## src/rtl/key_event_if.sv

```systemverilog
// Signal bundle between the key-event block and its user: timebase/key inputs and event pulses.
interface key_event_if;
    logic tick;
    logic level;
    logic press;
    logic rel;
    logic long;
    logic rpt;
    logic held;

    modport master (
        output tick,
        output level,
        input  press,
        input  rel,
        input  long,
        input  rpt,
        input  held
    );

    modport slave (
        input  tick,
        input  level,
        output press,
        output rel,
        output long,
        output rpt,
        output held
    );
endinterface

```

## src/rtl/key_event.sv

```systemverilog
// Turns a debounced key level into press / release / long-press / auto-repeat pulses.
// Define KEY_EVENT_REPEAT_EN to enable auto-repeat pulses while in long-press.
module key_event #(
    parameter int unsigned LONG_TICKS = 100,
    parameter int unsigned RPT_TICKS  = 20
) (
    input  logic        clk,
    input  logic        rst_n,
    key_event_if.slave  bus
);

    typedef enum logic [1:0] {
        IDLE = 2'd0,
        DOWN = 2'd1,
        LONG = 2'd2
    } state_t;

    localparam logic [7:0] LONG_LIM = 8'(LONG_TICKS);

    state_t     state_q, state_d;
    logic [7:0] cnt_q, cnt_d;
    logic [7:0] cnt_inc;
    logic       press_q, press_d;
    logic       rel_q, rel_d;
    logic       long_q, long_d;

`ifdef KEY_EVENT_REPEAT_EN
    localparam logic [7:0] RPT_LIM = 8'(RPT_TICKS);
    logic       rpt_q, rpt_d;
`else
    logic [7:0] rpt_ticks_unused;
    assign rpt_ticks_unused = 8'(RPT_TICKS);
`endif

    // cnt stays below its terminal count, so the increment can never wrap
    assign cnt_inc = cnt_q + 8'd1;

    always_comb begin
        state_d = state_q;
        cnt_d   = cnt_q;
        press_d = 1'b0;
        rel_d   = 1'b0;
        long_d  = 1'b0;
`ifdef KEY_EVENT_REPEAT_EN
        rpt_d   = 1'b0;
`endif
        case (state_q)
            IDLE: begin
                if (bus.level) begin
                    state_d = DOWN;
                    cnt_d   = 8'd0;
                    press_d = 1'b1;
                end
            end
            DOWN: begin
                // release wins over a coincident tick expiry
                if (!bus.level) begin
                    state_d = IDLE;
                    cnt_d   = 8'd0;
                    rel_d   = 1'b1;
                end else if (bus.tick) begin
                    if (cnt_inc == LONG_LIM) begin
                        state_d = LONG;
                        cnt_d   = 8'd0;
                        long_d  = 1'b1;
                    end else begin
                        cnt_d = cnt_inc;
                    end
                end
            end
            LONG: begin
                if (!bus.level) begin
                    state_d = IDLE;
                    cnt_d   = 8'd0;
                    rel_d   = 1'b1;
                end else if (bus.tick) begin
`ifdef KEY_EVENT_REPEAT_EN
                    if (cnt_inc == RPT_LIM) begin
                        cnt_d = 8'd0;
                        rpt_d = 1'b1;
                    end else begin
                        cnt_d = cnt_inc;
                    end
`else
                    cnt_d = 8'd0;
`endif
                end
            end
            default: begin
                state_d = IDLE;
                cnt_d   = 8'd0;
            end
        endcase
    end

    always_ff @(posedge clk or negedge rst_n) begin
        if (!rst_n) begin
            state_q <= IDLE;
            cnt_q   <= 8'd0;
            press_q <= 1'b0;
            rel_q   <= 1'b0;
            long_q  <= 1'b0;
        end else begin
            state_q <= state_d;
            cnt_q   <= cnt_d;
            press_q <= press_d;
            rel_q   <= rel_d;
            long_q  <= long_d;
        end
    end

`ifdef KEY_EVENT_REPEAT_EN
    always_ff @(posedge clk or negedge rst_n) begin
        if (!rst_n) begin
            rpt_q <= 1'b0;
        end else begin
            rpt_q <= rpt_d;
        end
    end

    assign bus.rpt = rpt_q;
`else
    assign bus.rpt = 1'b0;
`endif

    assign bus.press = press_q;
    assign bus.rel   = rel_q;
    assign bus.long  = long_q;
    assign bus.held  = (state_q != IDLE);

endmodule

```

## src/flat_wrapper.sv

```systemverilog
// flat-port wrapper written by rule: the top's interface ports become plain ports
module key_event_flat 
#(
    parameter int unsigned LONG_TICKS = 100,
    parameter int unsigned RPT_TICKS  = 20
)
  (clk, rst_n, bus_tick, bus_level, bus_press, bus_rel, bus_long, bus_rpt, bus_held);
  key_event_if bus_i ();
  input  logic clk;
  input  logic rst_n;
  input wire logic [$bits(bus_i.tick)-1:0] bus_tick;
  input wire logic [$bits(bus_i.level)-1:0] bus_level;
  output wire logic [$bits(bus_i.press)-1:0] bus_press;
  output wire logic [$bits(bus_i.rel)-1:0] bus_rel;
  output wire logic [$bits(bus_i.long)-1:0] bus_long;
  output wire logic [$bits(bus_i.rpt)-1:0] bus_rpt;
  output wire logic [$bits(bus_i.held)-1:0] bus_held;
  assign bus_i.tick = bus_tick;
  assign bus_i.level = bus_level;
  assign bus_press = bus_i.press;
  assign bus_rel = bus_i.rel;
  assign bus_long = bus_i.long;
  assign bus_rpt = bus_i.rpt;
  assign bus_held = bus_i.held;
  key_event #(.LONG_TICKS(LONG_TICKS), .RPT_TICKS(RPT_TICKS)) u_core (.clk(clk), .rst_n(rst_n), .bus(bus_i));
endmodule
```

## config.mk

```make
export PLATFORM = sky130hd
export DESIGN_NAME = key_event_flat
export DESIGN_NICKNAME = d
export VERILOG_FILES = /design/src/rtl/key_event_if.sv /design/src/rtl/key_event.sv /design/src/flat_wrapper.sv
export SDC_FILE = /design/constraint.sdc
export NUM_CORES = 1
export LEC_CHECK = 0
export CORE_MARGIN = 2
export CORE_UTILIZATION = 57
export DETAILED_ROUTE_END_ITERATION = 6
export PLACE_DENSITY = 0.81
export REMOVE_ABC_BUFFERS = 1
export SETUP_SLACK_MARGIN = 0.1
export SLEW_MARGIN = 20
export SYNTH_ARGS = -nofsm -noshare
export SYNTH_HDL_FRONTEND = slang
export SYNTH_SLANG_ARGS = --single-unit
```

## constraint.sdc

```tcl
create_clock -name clk -period 2.18 [get_ports clk]
set_input_delay 0.436 -clock clk [delete_from_list [all_inputs] [get_ports clk]]
set_output_delay 0.436 -clock clk [all_outputs]
set_load 0.02 [all_outputs]
```

=== After elaboration in Yosys (flattened, before gate mapping) ===
Cells that the tools add are included.

* Output and inout port bits: 5
* Bits in read-only memories: 0
* Latch bits: 0
* Flip-flop bits (word level): 13
* Memories: 0
* Word-level logic and storage cells: 40
* Bits of input ports: 4
* RAM bits: 0

* Bitwise gates (word level): 0
* Shift-type cells: 0
* Multiplexer cells: 21
* $add $sub $neg: 1
* Eq/ne operators: 8
* Order comparisons: 0
* $mul: 0
* Reductions and logical operators: 5
* Div/mod/pow operators: 0

{| class="wikitable"
|+ Operator list
! kind !! number
|-
| two-way mux 8 bit || 6
|-
| one-hot mux 8 bit (3 select lines) || 1
|-
| two-way mux 2 bit || 5
|-
| adder 8 x 1 -> 8 bit, second input constant || 1
|-
| == test 8 x 7 -> 1 bit, second input constant || 1
|-
| two-way mux 1 bit || 8
|-
| != test 3 bit, second input constant || 2
|-
| one-hot mux 2 bit (3 select lines) || 1
|-
| != test 2 bit, second input constant || 2
|-
| AND reduction 4 bit || 1
|-
| != test 3 x 2 -> 1 bit, second input constant || 1
|-
| AND reduction 3 bit || 1
|-
| == test 2 x 1 -> 1 bit, second input constant || 1
|-
| == test 2 bit, second input constant || 1
|-
| logical NOT 2 bit || 1
|-
| nonzero test 2 bit || 1
|-
| OR reduction 2 bit || 1
|}

=== Logic depth before layout (Yosys ltp) ===
Gate-level depths: netlist (run 1).

* Depth in word-level cells: 6
* Mapped depth: 6

=== Worst setup path after synthesis (run 1) ===
No wires, ideal clock.

* Kind: register to register
* From: register u_core.cnt_q[0]
* To: register u_core.cnt_q[2]
* Arrival time: 1.247 ns
* Stages on the path, launching flop included: 6
* Setup time: 0.082 ns
* Path slack: 0.851 ns
* Data required time: 2.098 ns
* Path through: dfrtp_1 -> ha_1 -> and4b_4 -> a21oi_4 -> a21oi_1 -> a31oi_1

* Longest elaborated chain between the ends: 6

{| class="wikitable"
|+ RTL lines
! element !! RTL line !! text
|-
| start: declaration || key_event.sv:21 || <nowiki>logic [7:0] cnt_q, cnt_d;</nowiki>
|-
| start signal: assignment || key_event.sv:105 || <nowiki>cnt_q <= cnt_d;</nowiki>
|-
| adder 8 x 1 -> 8 bit * || key_event.sv:36 || <nowiki>assign cnt_inc = cnt_q + 8'd1;</nowiki>
|-
| == test 8 x 7 -> 1 bit || key_event.sv:62 || <nowiki>if (cnt_inc == LONG_LIM) begin</nowiki>
|-
| two-way mux 8 bit * || key_event.sv:62 ||
|-
| two-way mux 8 bit * || key_event.sv:61 || <nowiki>end else if (bus.tick) begin</nowiki>
|-
| two-way mux 8 bit * || key_event.sv:57 || <nowiki>if (!bus.level) begin</nowiki>
|-
| one-hot mux 8 bit (3 select lines) * || key_event.sv:47 || <nowiki>case (state_q)</nowiki>
|}

Every way passes the cells marked *; elsewhere a longest branch is shown, timed or not. The select of a mux whose other input is x is not followed.
A chain may end at the register's enable or synchronous reset.

=== Final worst setup path (run 1) ===
* From: register u_core.state_q[0]
* To: output bus_held

* Longest elaborated chain between the ends: 1

{| class="wikitable"
|+ RTL lines
! element !! RTL line !! text
|-
| start: declaration || key_event.sv:20 || <nowiki>state_t state_q, state_d;</nowiki>
|-
| start signal: assignment || key_event.sv:104 || <nowiki>state_q <= state_d;</nowiki>
|-
| nonzero test 2 bit || key_event.sv:129 || <nowiki>assign bus.held = (state_q != IDLE);</nowiki>
|-
| end: declaration || flat_wrapper.sv:17 || <nowiki>output wire logic [$bits(bus_i.held)-1:0] bus_held;</nowiki>
|}

No other way between the ends.

==> results summary, run 1 <==
The run finished with clean final reports. The switching portion of total power came out at 0.362. For the pin with the worst max-slew slack, the measured transition is 0.573 ns. The area added between synthesis and finish is 13.2%.

The critical path contains buffers and inverters numbering 3 combined. In this run the worst hold path is classified as primary input to asynchronous set/reset pin. Setup repair after global routing left no endpoint under its margin. The total detailed-routing wirelength is 1360 um. The cell area after layout is 881 um^2. The internal power is 0.466 mW. Yosys instantiated no cell more often than dfrtp_1. The post-synthesis sequential element count is 13.

The initial standard-cell utilization of the core is 0.606. The switching component of the power came out at 0.264 mW. The setup slack of the worst register-to-register path is 0.72 ns. TritonCTS built the clock tree.

The via count of the first global-routing pass came out at 498. The fraction of post-synthesis cell area in the top cell type by area came out at 0.418. The width of the chip came out at 41.0 um.

In the final layout, the multi-input gates occupy 419 um^2. Of the total power, the clock network draws 0.200. The first detailed-routing pass ran for 3 iterations. The worst setup path is launched from a register. Wire segments on met2 add up to 653 um in the final route.

The number of hold-repair buffers added at the cts stage came out at 0. The max-slew violation count is 0. The total number of clock tree sinks is 13. The number of placed I/O pins came out at 9.

The analysis attributes to cell leakage a power of 0.385 nW. After synthesis, the cell types taking the most area are dfrtp_1 42%, ha_1 6.4%, a31oi_4 2.7%, mux2i_1 2.6%, nand3_2 2.6%. The worst register-to-register path begins at u_core.state_q[1]. Clock latency on the worst-skew pair, taken at its later pin, is 0.27 ns. After the first detailed-routing iteration, the DRC count stood at 9. The critical path goes through inv_1 -> ha_1 -> inv_1 -> dlymetal6s2s_1. Timing would allow up to 590 MHz. The count of buffers from port buffering is 7. The most frequent cell on the critical path is inv_1.

The post-detailed-route wirelength per cell came out at 13.6 um. The share of async-settable or async-resettable flops after synthesis came out at 1.00. In the global route stage, overall resource usage came out at 0.201. The final weighted congestion in routability-driven placement came out at 0.757. The stage delay of the slowest cell on the critical path came out at 0.39 ns. At the worst endpoint, the required time is 1.74 ns.

The sum of internal, switching and leakage power came out at 0.730 mW. The placed standard-cell area is 852 um^2. The met3 wire length came out at 46 um. For the final database, setup skew stands at 0.00607 ns. The number of filler instances in the final layout is 104. The setup total negative slack is 0 ns. The arrival time at the worst endpoint came out at 1.26 ns.

Among cell families on the critical path, the largest total delay comes from flip-flops. Max-cap violations in this run came to 0. Before CTS, the worst setup slack after placement is 0.313 ns.

The primary flip-flop cell chosen by synthesis mapping is dfrtp_1. The number of diodes came out at 0. The sequential-to-total area share from yosys stat is 0.418. The post-DP HPWL came out at 1020 um. The number of buffers between clock root and the deepest sink is 2. In this run the top signal layer used is met4.

After layout, the minimum clock period comes to 1.70 ns. The floorplan has 13 rows. The area of the core came out at 0.00128 mm^2. For the worst flop-to-flop path, the logic depth is 6. The wire length of the first global-routing pass is 2150 um.

After synthesis, the most frequently instantiated cells are 13 x dfrtp_1, 5 x inv_1, 5 x nand2_1, 5 x nor2_1. The relative contribution of sequential cells to total power is 0.408. The cell count after synthesis came out at 76. The per-instance average area after synthesis came out at 10.2 um^2.

The endpoint identified for the worst register-to-register timing path is u_core.cnt_q[6]. For this run, design rule violations remaining after detail routing come to 0. The ratio of final minimum period to clock period came out at 0.778. In this run the cell area of the synthesized design comes to 778 um^2.

The combined flip-flop and latch cell area came out at 325 um^2. The number of unique standard cell types used by synthesis came out at 33. The share of post-route cells with drive strength above 1 came out at 0.153. In this run the worst path has a maximum fanout of 4. The number of vias after detailed routing came out at 557.

The met1 wire length came out at 651 um. The number of vias per cell is 5.57. The worst setup path is captured at an output pin. The number of warnings issued by yosys is 0. The die is 41.0 um tall. The synthesized design contains 0 enable-type register cells. By startpoint and endpoint, the worst setup path is classified as register to output pin. The power per standard cell area is 829 mW/mm^2. The initial antenna violation count is 0. The largest voltage drop on the vdd net is 587 uV. The number of H-tree levels came out at 1. The buffer cell driving the clock tree root is clkbuf_4. The final hold violation count is 0.

The clock slew seen by the registers of the worst setup and hold paths is 0.08 ns. The clock buffer count from CTS is 3. The number of nets in the final layout is 94.

Headroom to the max-slew limit came out at 0.617. The count of nets left with antenna violations once routing finished came out at 0. The proportion of power drawn by combinational gates is 0.392.

Setup violations remaining at the end of the flow were counted as 0. The residual overflow from global routing is 0. The largest net degree at the start of global routing came out at 14. The biggest area contributor in the post-synthesis netlist is dfrtp_1.

The slowest stage of the critical path belongs to the cell dfrtp_1. The worst setup margin came out at 0.484 ns. The area of the die is 0.00168 mm^2.
==> flip-flops by register name, indices dropped and copies added (netlist names) <==
| name | count |
|---|---|
| u_core.state_q | 2 |
| u_core.bus.long | 1 |
| u_core.cnt_q | 8 |
| u_core.bus.press | 1 |
| u_core.bus.rel | 1 |
==> layout by cell type, fill, tap and decap left out, drive strengths merged <==
master | synthesis | layout
dfrtp | 13 | 13
clkdlybuf4s50 | 0 | 6
nand2 | 6 | 6
o21ai | 6 | 6
inv | 5 | 5
nor2 | 5 | 5
a21oi | 5 | 5
ha | 4 | 4
clkbuf | 0 | 4
nand3 | 4 | 4
nand2b | 3 | 3
and3 | 3 | 3
and2 | 2 | 2
o211ai | 2 | 2
mux2i | 2 | 2
nand3b | 2 | 2
a31oi | 2 | 2
nor3 | 1 | 1
and4b | 1 | 1
nor2b | 1 | 1
a22o | 1 | 1
mux2 | 1 | 1
nand4 | 1 | 1
o21a | 1 | 1
nor4 | 1 | 1
xor2 | 1 | 1
conb | 1 | 1
dlymetal6s2s | 0 | 1
==> cell type report <==
class,count,area share
Clock buffer,4,0.0298
Inverter,5,0.0213
Multi-Input combinational cell,56,0.476
Sequential cell,13,0.369
Tap cell,15,0.0213
Timing Repair Buffer,7,0.0824
==> how the worst max path moves through the flow <==
stage                            from         endpoint  depth (start not counted)
floorplan             u_core.cnt_q[0]  u_core.cnt_q[2]                          5
global placement            bus_level  u_core.cnt_q[2]                          5
detailed placement          bus_level  u_core.cnt_q[6]                          5
CTS                 u_core.state_q[0]         bus_held                          4
global route        u_core.state_q[0]         bus_held                          4
finish              u_core.state_q[0]         bus_held                          4
==> kinds of logic after synthesis <==
kind of cell	after synthesis	synth area share
xor+xnor	1	0.0113
fa+ha+maj	4	0.0643
simple gates	30	0.248
other cells	1	0.00482
mux	3	0.0402
buf+inv	7	0.0434
compound gates	17	0.170
flops	13	0.418
==> power groups by stage <==
| stage | logic, mW | clock network, mW | registers, mW |
|---|---|---|---|
| finish | 0.286 | 0.146 | 0.298 |
| global route | 0.316 | 0.163 | 0.301 |
| CTS | 0.290 | 0.150 | 0.298 |
| detailed placement | 0.288 | 0 | 0.303 |
| global placement | 0.279 | 0 | 0.302 |
| floorplan | 0.186 | 0 | 0.312 |
==> per-layer routing <==
| metal | track usage | up-vias |
|---|---|---|
| li1 | - | 282 |
| met1 | 0.290 | 263 |
| met2 | 0.285 | 10 |
| met3 | 0.0489 | 2 |
| met4 | 0.0750 | 0 |
| met5 | 0 | - |
==> timing repair <==
item	4_1_cts	5_1_grt
setup buffers	0	0
setup endpoints to repair	0	1
resized for setup	0	1
==> metrics by stage <==
step / hold slack [ns] / std cells / util
floorplan: 0.140 / 74 / -
global placement: 0.496 / 96 / 0.663
detailed placement: 0.507 / 96 / 0.663
CTS: 0.526 / 100 / 0.684
global route: 0.543 / 100 / 0.685
finish: 0.516 / 100 / 0.685
Power figures use the tool's default switching activity.
==> run 2, diff against run 1 <==
--- a/config.mk
+++ b/config.mk
@@ -6,9 +6,9 @@
 export NUM_CORES = 1
 export LEC_CHECK = 0
 export CORE_MARGIN = 2
-export CORE_UTILIZATION = 57
+export CORE_UTILIZATION = 48
 export DETAILED_ROUTE_END_ITERATION = 6
-export PLACE_DENSITY = 0.81
+export PLACE_DENSITY = 0.73
 export REMOVE_ABC_BUFFERS = 1
 export SETUP_SLACK_MARGIN = 0.1
 export SLEW_MARGIN = 20
==> constraint.sdc (replaced) <==
create_clock -name clk -period 1.4 [get_ports clk]
set_input_delay 0.28 -clock clk [delete_from_list [all_inputs] [get_ports clk]]
set_output_delay 0.28 -clock clk [all_outputs]
set_load 0.02 [all_outputs]
==> run 2 against run 1 <==
Against the previous run:
- clock skew is 0.0035 ns higher
- clock power is 58% higher
- critical path depth is 3 higher
- global-route usage is 0.48 points lower
- wire length is 12% higher
- register-to-register slack worse by 0.72 ns
- cell area is 18% higher
- final cell count is 14% higher
- utilization is 0.47 points higher
- flip-flop and latch count stayed put
- setup slack worse by 0.48 ns
==> results summary, run 2 (same netlist as run 1, synthesis figures left out) <==
The flow ran to the end, and the final reports show no timing, DRC or antenna violations. The min-delay analysis places its worst path in the category primary input to asynchronous set/reset pin. The total number of clock tree sinks is 13 (unchanged). In the final layout, the registers with the most flip-flops are u_core.cnt_q: 8 flops, u_core.state_q: 2 flops.

The number of placed I/O pins came out at 9 (unchanged). The final weighted congestion in routability-driven placement came out at 0.799 (+5.5%). The residual overflow from global routing was 0 (unchanged). The worst-skew pair later-pin latency is 0.28 ns (about the same). The total area of multi-input combinational cells is 482 um^2 (+15%).

The cell sitting at the root of the clock tree is a clkbuf_4. The wire length of the first global-routing pass came to 2640 um (+23%). The number of vias after detailed routing is 617 (+11%). The number of filler instances in the final layout came out at 126 (+21%).

The largest voltage drop on the vdd net came out at 1190 uV (+100%). The power per standard cell area came out at 1320 mW/mm^2 (+60%). The initial antenna violation count is 0 (unchanged). TritonCTS built the clock tree. The max-slew violation count came to 0 (unchanged).

The first-iteration detailed-routing DRC count came to 8 (-1). The first-pass detailed-route iteration total came out at 4 (+1). The sum of internal, switching and leakage power came out at 1.38 mW (+88%). The time the worst path needs with I/O delays and setup came out at 1.40 ns. The number of failing setup endpoints in the final timing report is 0 (unchanged).

The worst endpoint required time came out at 1.60 ns (-0.14 ns). The post-DP HPWL was 1140 um (+11%). The worst setup path is of the register to register kind. The number of max-cap violations came to 0 (unchanged).

The setup slack of the worst register-to-register path was 0.001 ns (-0.72 ns). The number of H-tree levels came out at 1 (unchanged). The cell area after layout came out at 0.00104 mm^2 (+18%). The share of post-route cells with drive strength above 1 came out at 0.398 (+0.245). The area added between synthesis and finish is 33.6%. In the layout the commonest cells are 13 x dfrtp_1, 12 x buf_4, 5 x nand2_1. The clock slew seen by the registers of the worst setup and hold paths was 0.08 ns (about the same). The number of diodes is 0 (unchanged).

The nature of the critical path endpoint is a register. The residual DRC count came out at 0 (unchanged). The maximum fanout along the worst path is 6 (+2). The clock tree skew after final layout is 0.00960 ns (+0.00353 ns). Setup repair after global routing could not meet its margin everywhere. The combined flip-flop and latch cell area was 325 um^2 (unchanged).

The residual antenna-violating net count after detailed routing is 0 (unchanged). The static power due to leakage is 0.463 nW (+20%). The startpoint of the lowest-slack register-to-register path is u_core.state_q[1].

The global router's overall resource usage is 0.196 (-0.00483). The flip-flop count of the largest register after layout came out at 8 (unchanged). The placed standard-cell area is 943 um^2 (+11%).

The highest clock frequency the design can meet came out at 715 MHz. The arrival time at the worst endpoint came out at 1.60 ns (+0.34 ns). The count of buffers from port buffering is 7 (unchanged). The clock buffer count from CTS is 3 (unchanged). The area of the die was 0.00196 mm^2 (+17%). The register with the most flip-flops in the final layout is u_core.cnt_q. The endpoint of the worst-slack reg-to-reg timing path is u_core.cnt_q[2].

The largest net degree at the start of global routing is 14 (unchanged). The final hold violation count is 0 (unchanged). The area of the core was 0.00151 mm^2 (+17%). Of the available clock period, the critical path in the final layout requires 0.999. The via count of the first global-routing pass was 606 (+22%).

The floorplan die height came to 44.3 um (+8.1%). The post-detailed-route wirelength per cell came out at 13.4 um (-1.6%). The most common cell after layout, fill and taps aside is dfrtp_1. The worst reg2reg path depth is 7 (+1).

The initial standard-cell utilization of the core is 0.517 (-0.0890). The total detailed-routing wirelength is 1530 um (+12%). STA classifies the critical path startpoint as a register.

The number of buffers between clock root and the deepest sink was 2 (unchanged). The number of vias per cell was 5.41 (-2.8%). The row count came out at 14 (+1).

The number of nets in the final layout is 107 (+14%). The width of the chip is 44.3 um (+8.1%).
-- run 2: changes by cell type in the layout (fill, tap and decap cells not counted), sizes merged --
| cell | change |
|---|---|
| buf | +14 |
| clkdlybuf4s50 | -4 |
| dlygate4sd2 | +4 |
| dlymetal6s2s | -1 |
-- run 2: power by group --
group | total, mW | internal (mW) | switching [mW]
Clock | 0.230 | 0.110 | 0.119
Sequential | 0.454 | 0.424 | 0.0296
Combinational | 0.692 | 0.340 | 0.352
-- run 2: how the worst max path moves through the flow --
stage / to / start / slack (ns) / cells after the start
after floorplan: u_core.cnt_q[2] / u_core.cnt_q[0] / 0.07 / 5
after global placement: u_core.cnt_q[0] / bus_level / -0.22 / 4
after detailed placement: u_core.cnt_q[2] / bus_level / -0.26 / 5
after CTS: bus_held / u_core.state_q[1] / -0.008 / 4
after global routing: u_core.cnt_q[2] / u_core.state_q[1] / -0.07 / 7
final: u_core.cnt_q[2] / u_core.state_q[1] / 0.001 / 7
-- run 2: timing repair --
action                                  CTS  global route
endpoints found under the setup margin   15            12
hold buffers                              0             0
setup buffers                             1             0
gates resized for setup                  21             6
pin swaps                                 7             5
-- run 2: critical path, cell delays in order (launching register included) --
cell     delay (ns)
dfrtp_1        0.40
inv_2          0.09
buf_6          0.10
ha_4           0.16
nand3_4        0.10
a21oi_4        0.22
a21oi_1        0.09
a31oi_1        0.15
-- run 2: area by class of cell --
cell class / instances / share of cell area
inverter: 5 / 0.0181
multi-input combinational: 56 / 0.463
timing repair buffer: 20 / 0.161
sequential: 13 / 0.313
tap: 16 / 0.0193
clock buffer: 4 / 0.0253
-- run 2: metrics by stage --
step / cells / TNS [ns] / utilization / worst slack [ns] / hold WS (ns)
after floorplan: 74 / 0 / - / 0.0710 / -0.0156
after global placement: 109 / -1.81 / 0.626 / -0.215 / 0.497
after detailed placement: 109 / -2.32 / 0.626 / -0.257 / 0.503
after CTS: 114 / -0.00838 / 0.678 / -0.00838 / 0.303
after global routing: 114 / -0.339 / 0.690 / -0.0700 / 0.305
final: 114 / 0 / 0.690 / 0.00128 / 0.301
-- run 2: per-layer routing --
layer / wire (um) / global-route usage
met5: 0 / 0
met2: 761 / 0.306
met4: 21 / 0.127
met3: 42 / 0.0531
met1: 704 / 0.237
